### config.mk
export PLATFORM = sky130hd
export DESIGN_NAME = mouse_receiver
export DESIGN_NICKNAME = d
export VERILOG_FILES = /design/src/rtl/mouse_pkg.sv /design/src/rtl/mouse_receiver.sv
export SDC_FILE = /design/constraint.sdc
export NUM_CORES = 1
export LEC_CHECK = 0
export BUFFER_PORTS_ARGS = -buffer_cell sky130_fd_sc_hd__buf_2
export CAP_MARGIN = 20
export CORE_MARGIN = 2
export CORE_UTILIZATION = 59
export DETAILED_ROUTE_END_ITERATION = 10
export GPL_TIMING_DRIVEN = 0
export PLACE_DENSITY = 0.78
export REMOVE_ABC_BUFFERS = 1
export SLEW_MARGIN = 20
export SYNTH_ARGS = -nofsm -noshare
export SYNTH_HDL_FRONTEND = slang
export SYNTH_SLANG_ARGS = --single-unit
### constraint.sdc
create_clock -name CLK -period 2.2 [get_ports CLK]
set_input_delay 0.11 -clock CLK [delete_from_list [all_inputs] [get_ports CLK]]
set_output_delay 0.11 -clock CLK [all_outputs]
set_load 0.05 [all_outputs]
### src/rtl/mouse_pkg.sv
// Shared PS/2 mouse definitions: receiver state encoding, error-code layout, timeout default.
// Latency: n/a (types and constants only).
// Backpressure: n/a.
package mouse_pkg;

  // Receiver FSM states
  typedef enum logic [2:0] {
    RX_IDLE   = 3'd0,
    RX_DATA   = 3'd1,
    RX_PARITY = 3'd2,
    RX_STOP   = 3'd3,
    RX_DONE   = 3'd4
  } rx_state_t;

  // Bit positions inside BYTE_ERROR_CODE
  localparam int ERR_PARITY_BIT = 0;
  localparam int ERR_STOP_BIT   = 1;

  // 0.5 ms of silence on the mouse clock at 100 MHz aborts a frame
  localparam int MOUSE_TIMEOUT_CYCLES = 50000;

  // Odd-parity bit that makes the total number of ones (data + parity) odd
  function automatic logic odd_parity(input logic [7:0] b);
    return ~^b;
  endfunction

endpackage

### src/rtl/mouse_receiver.sv
// PS/2 mouse byte receiver: samples data on mouse-clock falling edges, checks parity and stop bit.
// Latency: BYTE_READY pulses 2 CLK cycles after the cycle that sees the stop-bit falling edge.
// Backpressure: none; receive-only, READ_ENABLE gates only new start bits, a frame stalled past TIMEOUT_CYCLES is dropped.
module mouse_receiver
  import mouse_pkg::*;
#(
  parameter int TIMEOUT_CYCLES = MOUSE_TIMEOUT_CYCLES
) (
  input  logic       CLK,
  input  logic       RESET,
  input  logic       CLK_MOUSE_IN,
  input  logic       DATA_MOUSE_IN,
  input  logic       READ_ENABLE,
  output logic [7:0] BYTE_READ,
  output logic [1:0] BYTE_ERROR_CODE,
  output logic       BYTE_READY
);

  localparam int TW = $clog2(TIMEOUT_CYCLES + 1);

  rx_state_t      state, next_state;
  logic           clk_mouse_dly;
  logic           fe;
  logic           start;
  logic           timed_out;
  logic [2:0]     bit_cnt;
  logic [TW-1:0]  timeout_cnt;
  logic [7:0]     shift_reg;
  logic           parity_err;
  logic           stop_err;

  // Delayed copy of the mouse clock; kept running through reset so the first edge after release is seen
  always_ff @(posedge CLK) begin
    clk_mouse_dly <= CLK_MOUSE_IN;
  end

  assign fe        = clk_mouse_dly & ~CLK_MOUSE_IN;
  assign start     = fe & READ_ENABLE & ~DATA_MOUSE_IN;
  assign timed_out = (timeout_cnt >= TW'(TIMEOUT_CYCLES));

  // State register
  always_ff @(posedge CLK) begin
    if (RESET) state <= RX_IDLE;
    else       state <= next_state;
  end

  // Next-state logic; a stalled frame aborts before a coincident edge is honoured
  always_comb begin
    next_state = state;
    unique case (state)
      RX_IDLE:   if (start) next_state = RX_DATA;
      RX_DATA: begin
        if (timed_out)                   next_state = RX_IDLE;
        else if (fe && bit_cnt == 3'd7)  next_state = RX_PARITY;
      end
      RX_PARITY: begin
        if (timed_out) next_state = RX_IDLE;
        else if (fe)   next_state = RX_STOP;
      end
      RX_STOP: begin
        if (timed_out) next_state = RX_IDLE;
        else if (fe)   next_state = RX_DONE;
      end
      RX_DONE:   next_state = RX_IDLE;
      default:   next_state = RX_IDLE;
    endcase
  end

  // Bit capture, error flags and the inter-edge timeout counter
  always_ff @(posedge CLK) begin
    if (RESET) begin
      bit_cnt     <= '0;
      timeout_cnt <= '0;
      shift_reg   <= '0;
      parity_err  <= 1'b0;
      stop_err    <= 1'b0;
    end else begin
      case (state)
        RX_IDLE: begin
          if (start) begin
            bit_cnt     <= '0;
            timeout_cnt <= '0;
          end
        end
        RX_DATA, RX_PARITY, RX_STOP: begin
          if (fe) timeout_cnt <= '0;
          else    timeout_cnt <= timeout_cnt + 1'b1;
          if (fe && !timed_out) begin
            if (state == RX_DATA) begin
              shift_reg[bit_cnt] <= DATA_MOUSE_IN;
              bit_cnt            <= bit_cnt + 3'd1;
            end
            if (state == RX_PARITY) parity_err <= (DATA_MOUSE_IN != odd_parity(shift_reg));
            if (state == RX_STOP)   stop_err   <= ~DATA_MOUSE_IN;
          end
        end
        default: ;
      endcase
    end
  end

  // Output registers: loaded once per completed frame, held otherwise
  always_ff @(posedge CLK) begin
    if (RESET) begin
      BYTE_READ       <= '0;
      BYTE_ERROR_CODE <= '0;
      BYTE_READY      <= 1'b0;
    end else begin
      BYTE_READY <= (state == RX_DONE);
      if (state == RX_DONE) begin
        BYTE_READ                       <= shift_reg;
        BYTE_ERROR_CODE[ERR_PARITY_BIT] <= parity_err;
        BYTE_ERROR_CODE[ERR_STOP_BIT]   <= stop_err;
      end
    end
  end

endmodule
==> results of run 1 <==
-- metal layers --
metal	vias to the layer above	global-route usage, %	share of wire, %
met1	848	28.0	46
li1	948	-	-
met2	36	38.8	49
met5	-	0	0
met3	9	4.11	3.1
met4	0	7.81	1.5
-- cell type report --
cell class	count	area [sq um]
Clock buffer	5	68.8
Clock inverter	3	42.5
Fill cell	318	1200
Inverter	3	11.3
Multi-Input combinational cell	198	1280
Sequential cell	44	881
Tap cell	48	60.1
Timing Repair Buffer	16	85.1
-- how the worst max path moves through the flow --
| stage | end | slack, ps | depth (start not counted) | from |
|---|---|---|---|---|
| after floorplan | timeout_cnt[10]$_SDFFE_PP0P_ | 340 | 4 | state[1]$_SDFFE_PP0P_ |
| after global placement | timeout_cnt[10]$_SDFFE_PP0P_ | -200 | 4 | state[1]$_SDFFE_PP0P_ |
| after detailed placement | timeout_cnt[4]$_SDFFE_PP0P_ | 160 | 5 | state[1]$_SDFFE_PP0P_ |
| after CTS | timeout_cnt[4]$_SDFFE_PP0P_ | 140 | 5 | state[1]$_SDFFE_PP0P_ |
| after global routing | shift_reg[2]$_SDFFE_PP0P_ | 30 | 7 | CLK_MOUSE_IN |
| final | timeout_cnt[5]$_SDFFE_PP0P_ | 250 | 4 | state[1]$_SDFFE_PP0P_ |
-- placed cells by master, fill, tap and decap left out, types with 3 or more instances in the layout --
cell type  synthesis  final
a21oi_1           20     19
a311oi_1           5      5
a31oi_1            5      5
and2_1             4      4
buf_2              1     15
clkbuf_8           0      5
dfxtp_1           44     44
ha_1               4      4
inv_1              3      3
mux2i_1            8      8
nand2_1           37     37
nand2b_1           5      5
nand3_1            4      4
nand3b_1           4      4
nand4_1            3      3
nor2_1            25     25
nor3_1             5      4
nor4_1             4      4
o21ai_0           10     10
xnor2_1            6      6
xor2_1             3      3
-- what timing repair did --
action                                  CTS  global route
buffers inserted                          0             0
hold buffers                              1             0
hold endpoints to repair                  1             0
endpoints found under the setup margin    0             8
gates resized for setup                   0             3
-- kinds of logic after synthesis --
| family | count (synthesis) |
|---|---|
| DFF | 44 |
| muxes | 10 |
| and+or+nand+nor | 116 |
| adders and majority gates | 4 |
| buffers and inverters | 17 |
| AOI/OAI and AO/OA | 59 |
| xor gates and xnor gates | 9 |
-- worst reg2reg max path: stages, from the launching register on --
cell and delay, ps:
dfxtp_1 530, nor2_1 240, or3_4 470, or4_1 500, a21oi_1 140
-- report_power, final --
part | internal (mW) | switching (mW) | leakage, nW | total, mW
clock | 0.336 | 0.283 | 0.0541 | 0.619
combinational | 0.0190 | 0.0357 | 0.443 | 0.0547
sequential | 0.797 | 0.00168 | 0.355 | 0.799
==> results_dict.tcl, run 1 <==
set metrics [dict create \
    final_max_slew_viol_count 0 \
    fin_area_sq_um 2430 \
    cp.required_ps 2430 \
    preCtsSetupSlack_ps 158 \
    layout_skew_ps 4.97 \
    unrepaired_setup_endpoints_after_global_routing "no" \
    synth_top_family_by_area "simple AND/OR/NAND/NOR gates" \
    fin_nets 277 \
    clkLatencyLatePin_ps 300 \
    drt_pre_antenna_iters 4 \
    post-route-drc-count 0 \
    run_status "finished, final reports clean" \
    path_cells "nor2_1 > or3_4 > or4_1 > a21oi_1" \
    setup_viol 0 \
    placementRows 22 \
    start_util_pct 61.1 \
    clock_tree.root_cell "clkbuf_8" \
    synth-xor-area-share_pct 3.55 \
    ant_nets 0 \
    timing.hold.worst.class "input pin to register" \
    synth-edff-count 0 \
    post-place-cells 308 \
    crit_buf_inv 0 \
    post_synth_and_or_nand_nor_area_fraction_pct 28.2 \
    setup_total_negative_slack_ps 0 \
    clkSlewWorstSetupHoldPaths_ps 80 \
    report.final.hold_viol_count 0 \
    clock_path_buffers 2 \
    routedWlPerCell_um 13.6 \
    synth_adder_area_share_pct 2.26 \
    antenna_cells 0 \
    die-height_um 65.3 \
    netlist.top_cell.by_area "dfxtp_1" \
    area_delta_synth_final_pct 9.59 \
    largest_register_ff_count 16 \
    place.port_buffers 15 \
    min_delay_path_depth 3 \
    muxShareOfSynthArea_pct 4.62 \
    timing.rr.end "timeout_cnt[5]$_SDFFE_PP0P_" \
    r2r-start "state[1]$_SDFFE_PP0P_" \
    first_global_vias 1701 \
    post_synth_inst_count 259 \
    io_pins 16 \
    design_power_total_mw 1.47 \
    top_cells_by_instance_count_after_synthesis "dfxtp_1 (44), nand2_1 (37), nor2_1 (25), a21oi_1 (20), clkbuf_1 (11)" \
    maxSlewHeadroom_pct 48.4 \
    post-synth-top-count-cell "dfxtp_1" \
    hold_path_startpoint "DATA_MOUSE_IN" \
    fin_worst_hold_slack_ps 217 \
    clkSinkCount 44 \
    routed_wl_um 4330 \
    seq_area_frac_synth_pct 39.7 \
    first_iter_violations 71 \
    layout.cells.non_filler 317 \
    layout_min_cycle_time_ps 1950 \
    end_kind "register" \
    core_area_sq_um 3630 \
    grt_remaining_overflow 0 \
    layout_worst_path_cycle_share_pct 88.6 \
    detailed_place.area_sq_um 2300 \
    synth_largest_type_area_fraction_pct 39.7 \
    cts_tree "yes" \
    timing.critical_path.from_type "register" \
    max_stage_delay_ps 530 \
    drt-vias-per-instance 5.81 \
    clock_tree.htree_level_count 2 \
    crit_path_max_fanout 15 \
    post_detail_place_hpwl_um 2960 \
    place_congestion 0.812 \
    die_width_um 65.3 \
    peakVddDrop_mv 0.309 \
    die_area_sq_um 4270 \
    synth_top_cells_by_area "dfxtp_1 (40%), nand2_1 (6.3%), a21oi_1 (4.5%), nor2_1 (4.2%), mux2i_1 (3.6%)" \
    layout.core_utilization_pct 66.9 \
    globalRouteTotalUtil_pct 22.4 \
    grt_start_max_net_pins 47 \
    ys_dominant_reg_cell "dfxtp_1" \
    cts_inserted_buffers 5 \
    worst-r2r-setup-slack_ps 250 \
    critical_path.top_delay_family "simple AND/OR/NAND/NOR gates" \
    r2r.worst_path.cells 4 \
    post-route-worst-setup-slack_ps 251 \
    max_slew.worst_pin.slew_ps 774 \
    drive_gt1_share_pct 14.1 \
    synthesis.yosys.warnings 0 \
    cell_area_after_synthesis_sq_um 2220 \
    global_route_wire_length_before_repair_um 7520 \
    postSynth.asyncResetShare_pct 0 \
    area_fraction_in_compound_gates_after_synthesis_pct 18.4 \
    routed-via-count 1841 \
    number_of_max_capacitance_violations_reported 0 \
    syn_avg_cell_area_sq_um 8.57 \
    cellLeakagePower_nw 0.852 \
    yosys_register_bits 44 \
    cp.arrival_ps 2180 \
    worst_hold_path.endpoint "shift_reg[5]$_SDFFE_PP0P_" \
    critical_path.slowest_cell "dfxtp_1" \
    power.density_nw_per_um2 606 \
    synth.lib_cells_used.distinct 57 \
    antenna_found_initial 0 \
    worst-setup-path-type "register to register" \
    max_clock_freq_mhz 513 \
]
Note: power is estimated with default switching activity, not from simulation.
==> run 2: changes to the inputs <==
--- a/config.mk
+++ b/config.mk
@@ -13,6 +13,7 @@
 export GPL_TIMING_DRIVEN = 0
 export PLACE_DENSITY = 0.78
 export REMOVE_ABC_BUFFERS = 1
+export SETUP_SLACK_MARGIN = 0.3
 export SLEW_MARGIN = 20
 export SYNTH_ARGS = -nofsm -noshare
 export SYNTH_HDL_FRONTEND = slang
==> run 2 against run 1 <==
Via count increased by 0.16%. Sequential cell count unchanged. Die area unchanged. Combinational power increased by 3%. Clock skew about the same. Wire length increased by 1.9%. Critical path depth increased by 1. Power about the same. Worst setup slack improved by 110 ps. Critical endpoint is now shift_reg[1]$_SDFFE_PP0P_. Largest cell class unchanged.
==> results_dict.tcl, run 2 (same netlist as run 1, synthesis figures left out) <==
set metrics [dict create \
    detailed_place.area_sq_um 2300 \
    max_clock_freq_mhz 543 \
    ant_nets 0 \
    area_delta_synth_final_pct 11.7 \
    global_route_wire_length_before_repair_um 7560 \
    r2r.worst_path.cells 5 \
    die_area_sq_um 4270 \
    grt_remaining_overflow 0 \
    hold_path_startpoint "DATA_MOUSE_IN" \
    layout.cells.non_filler 319 \
    timing.critical_path.from_type "register" \
    clkSinkCount 44 \
    drt-vias-per-instance 5.78 \
    setup_viol 0 \
    cts_inserted_buffers 5 \
    report.final.hold_viol_count 0 \
    power.density_nw_per_um2 595 \
    antenna_cells 0 \
    fin_area_sq_um 2480 \
    core_area_sq_um 3630 \
    post-place-cells 308 \
    routed_wl_um 4410 \
    critPathLaunch "state[2]$_SDFFE_PP0P_" \
    placementRows 22 \
    unrepaired_setup_endpoints_after_global_routing "yes" \
    grt_start_max_net_pins 47 \
    clock_tree.htree_level_count 2 \
    mostFrequentLayoutCell "dfxtp_1" \
    place.port_buffers 15 \
    run_status "finished, final reports clean" \
    drt_pre_antenna_iters 4 \
    routed-via-count 1844 \
    crit_path_max_fanout 13 \
    drive_gt1_share_pct 17.0 \
    routedWlPerCell_um 13.8 \
    worst-r2r-setup-slack_ps 360 \
    cts_tree "yes" \
    post-route-drc-count 0 \
    post_detail_place_hpwl_um 2960 \
    layout.filler_cells 311 \
    worst-setup-path-type "register to register" \
    number_of_max_capacitance_violations_reported 0 \
    place_congestion 0.812 \
    layout_worst_path_cycle_share_pct 83.7 \
    max_slew.worst_pin.slew_ps 786 \
    cp.arrival_ps 2040 \
    layout_common_cells "dfxtp_1 (43), nand2_1 (37), nor2_1 (24)" \
    antenna_found_initial 0 \
    die-height_um 65.3 \
    clock_tree.root_cell "clkbuf_8" \
    layout_min_cycle_time_ps 1840 \
    die_width_um 65.3 \
    io_pins 16 \
    timing.rr.end "shift_reg[1]$_SDFFE_PP0P_" \
    cellLeakagePower_nw 0.872 \
    peakVddDrop_mv 0.307 \
    layout_skew_ps 4.98 \
    r2r-start "state[2]$_SDFFE_PP0P_" \
    cp.required_ps 2400 \
    clkSlewWorstSetupHoldPaths_ps 80 \
    end_kind "register" \
    start_util_pct 61.1 \
    globalRouteTotalUtil_pct 22.6 \
    worstSetupEndpoint "shift_reg[1]$_SDFFE_PP0P_" \
    clock_path_buffers 2 \
    first_iter_violations 76 \
    final_max_slew_viol_count 0 \
    first_global_vias 1707 \
    maxSlewHeadroom_pct 47.6 \
    clkLatencyLatePin_ps 300 \
    timing.hold.worst.class "input pin to register" \
    fin_nets 279 \
    largest_register_ff_count 16 \
]
## run 2: changes by cell type in the layout (fill, tap and decap cells not counted), sizes merged
| cell | change |
|---|---|
| buf | +2 |
## run 2: area by class of cell
class	count	area, sq um	share of cell area, %
flip-flops and latches	44	882	35.6
inverters	3	11.3	0.454
multi-input cells	198	1310	53.0
clock inverters	3	42.5	1.72
clock buffers	5	68.8	2.78
repair buffers	18	100	4.04
well taps	48	60.1	2.42
## run 2: layer usage
metal	GRT usage [%]	share of wire, %
met1	27.8	46
met2	39.5	50
met3	4.11	2.7
met4	7.81	1.5
met5	0	0
## run 2: power by group
part | switching (mW) | internal, mW | total [mW] | leakage (nW)
clock | 0.282 | 0.336 | 0.618 | 0.0541
sequential | 0.00187 | 0.797 | 0.799 | 0.355
combinational | 0.0364 | 0.0199 | 0.0563 | 0.462
total | 0.321 | 1.15 | 1.47 | 0.872
## run 2: timing repair
| item | 4_1_cts | 5_1_grt |
|---|---|---|
| endpoints found under the setup margin | 11 | 22 |
| setup buffers | 0 | 2 |
| hold endpoints to repair | 1 | 0 |
| resized for setup | 4 | 6 |
| pin swaps | 0 | 2 |
| gates cloned | 0 | 0 |
| hold buffers | 1 | 0 |
## run 2: worst min-delay path by stage
stage | slack (ps) | to | cells past startpoint
final | 220 | shift_reg[5]$_SDFFE_PP0P_ | 3
after global routing | 220 | shift_reg[5]$_SDFFE_PP0P_ | 3
after CTS | 210 | shift_reg[5]$_SDFFE_PP0P_ | 3
after detailed placement | 260 | clk_mouse_dly$_DFF_P_ | 1
after global placement | 250 | clk_mouse_dly$_DFF_P_ | 1
after floorplan | 140 | clk_mouse_dly$_DFF_P_ | 0
## run 2: metrics by stage
| stage | total power, mW | setup slack, ps | hold slack (ps) | util, % | setup TNS, ps |
|---|---|---|---|---|---|
| floorplan | 0.845 | 341 | 138 | - | 0 |
| global placement | 0.869 | -204 | 250 | 63.1 | -870 |
| detailed placement | 0.870 | 158 | 258 | 63.2 | 0 |
| CTS | 1.49 | 350 | 213 | 66.9 | 0 |
| global route | 1.54 | 213 | 221 | 68.2 | 0 |
| finish | 1.47 | 360 | 220 | 68.2 | 0 |
## run 2: worst max-delay path: stages (launching register included)
cell and delay [ps]:
dfxtp_1 490, nor2b_1 310, nand4b_1 170, nor3_1 380, a21boi_0 170, o21ba_2 210
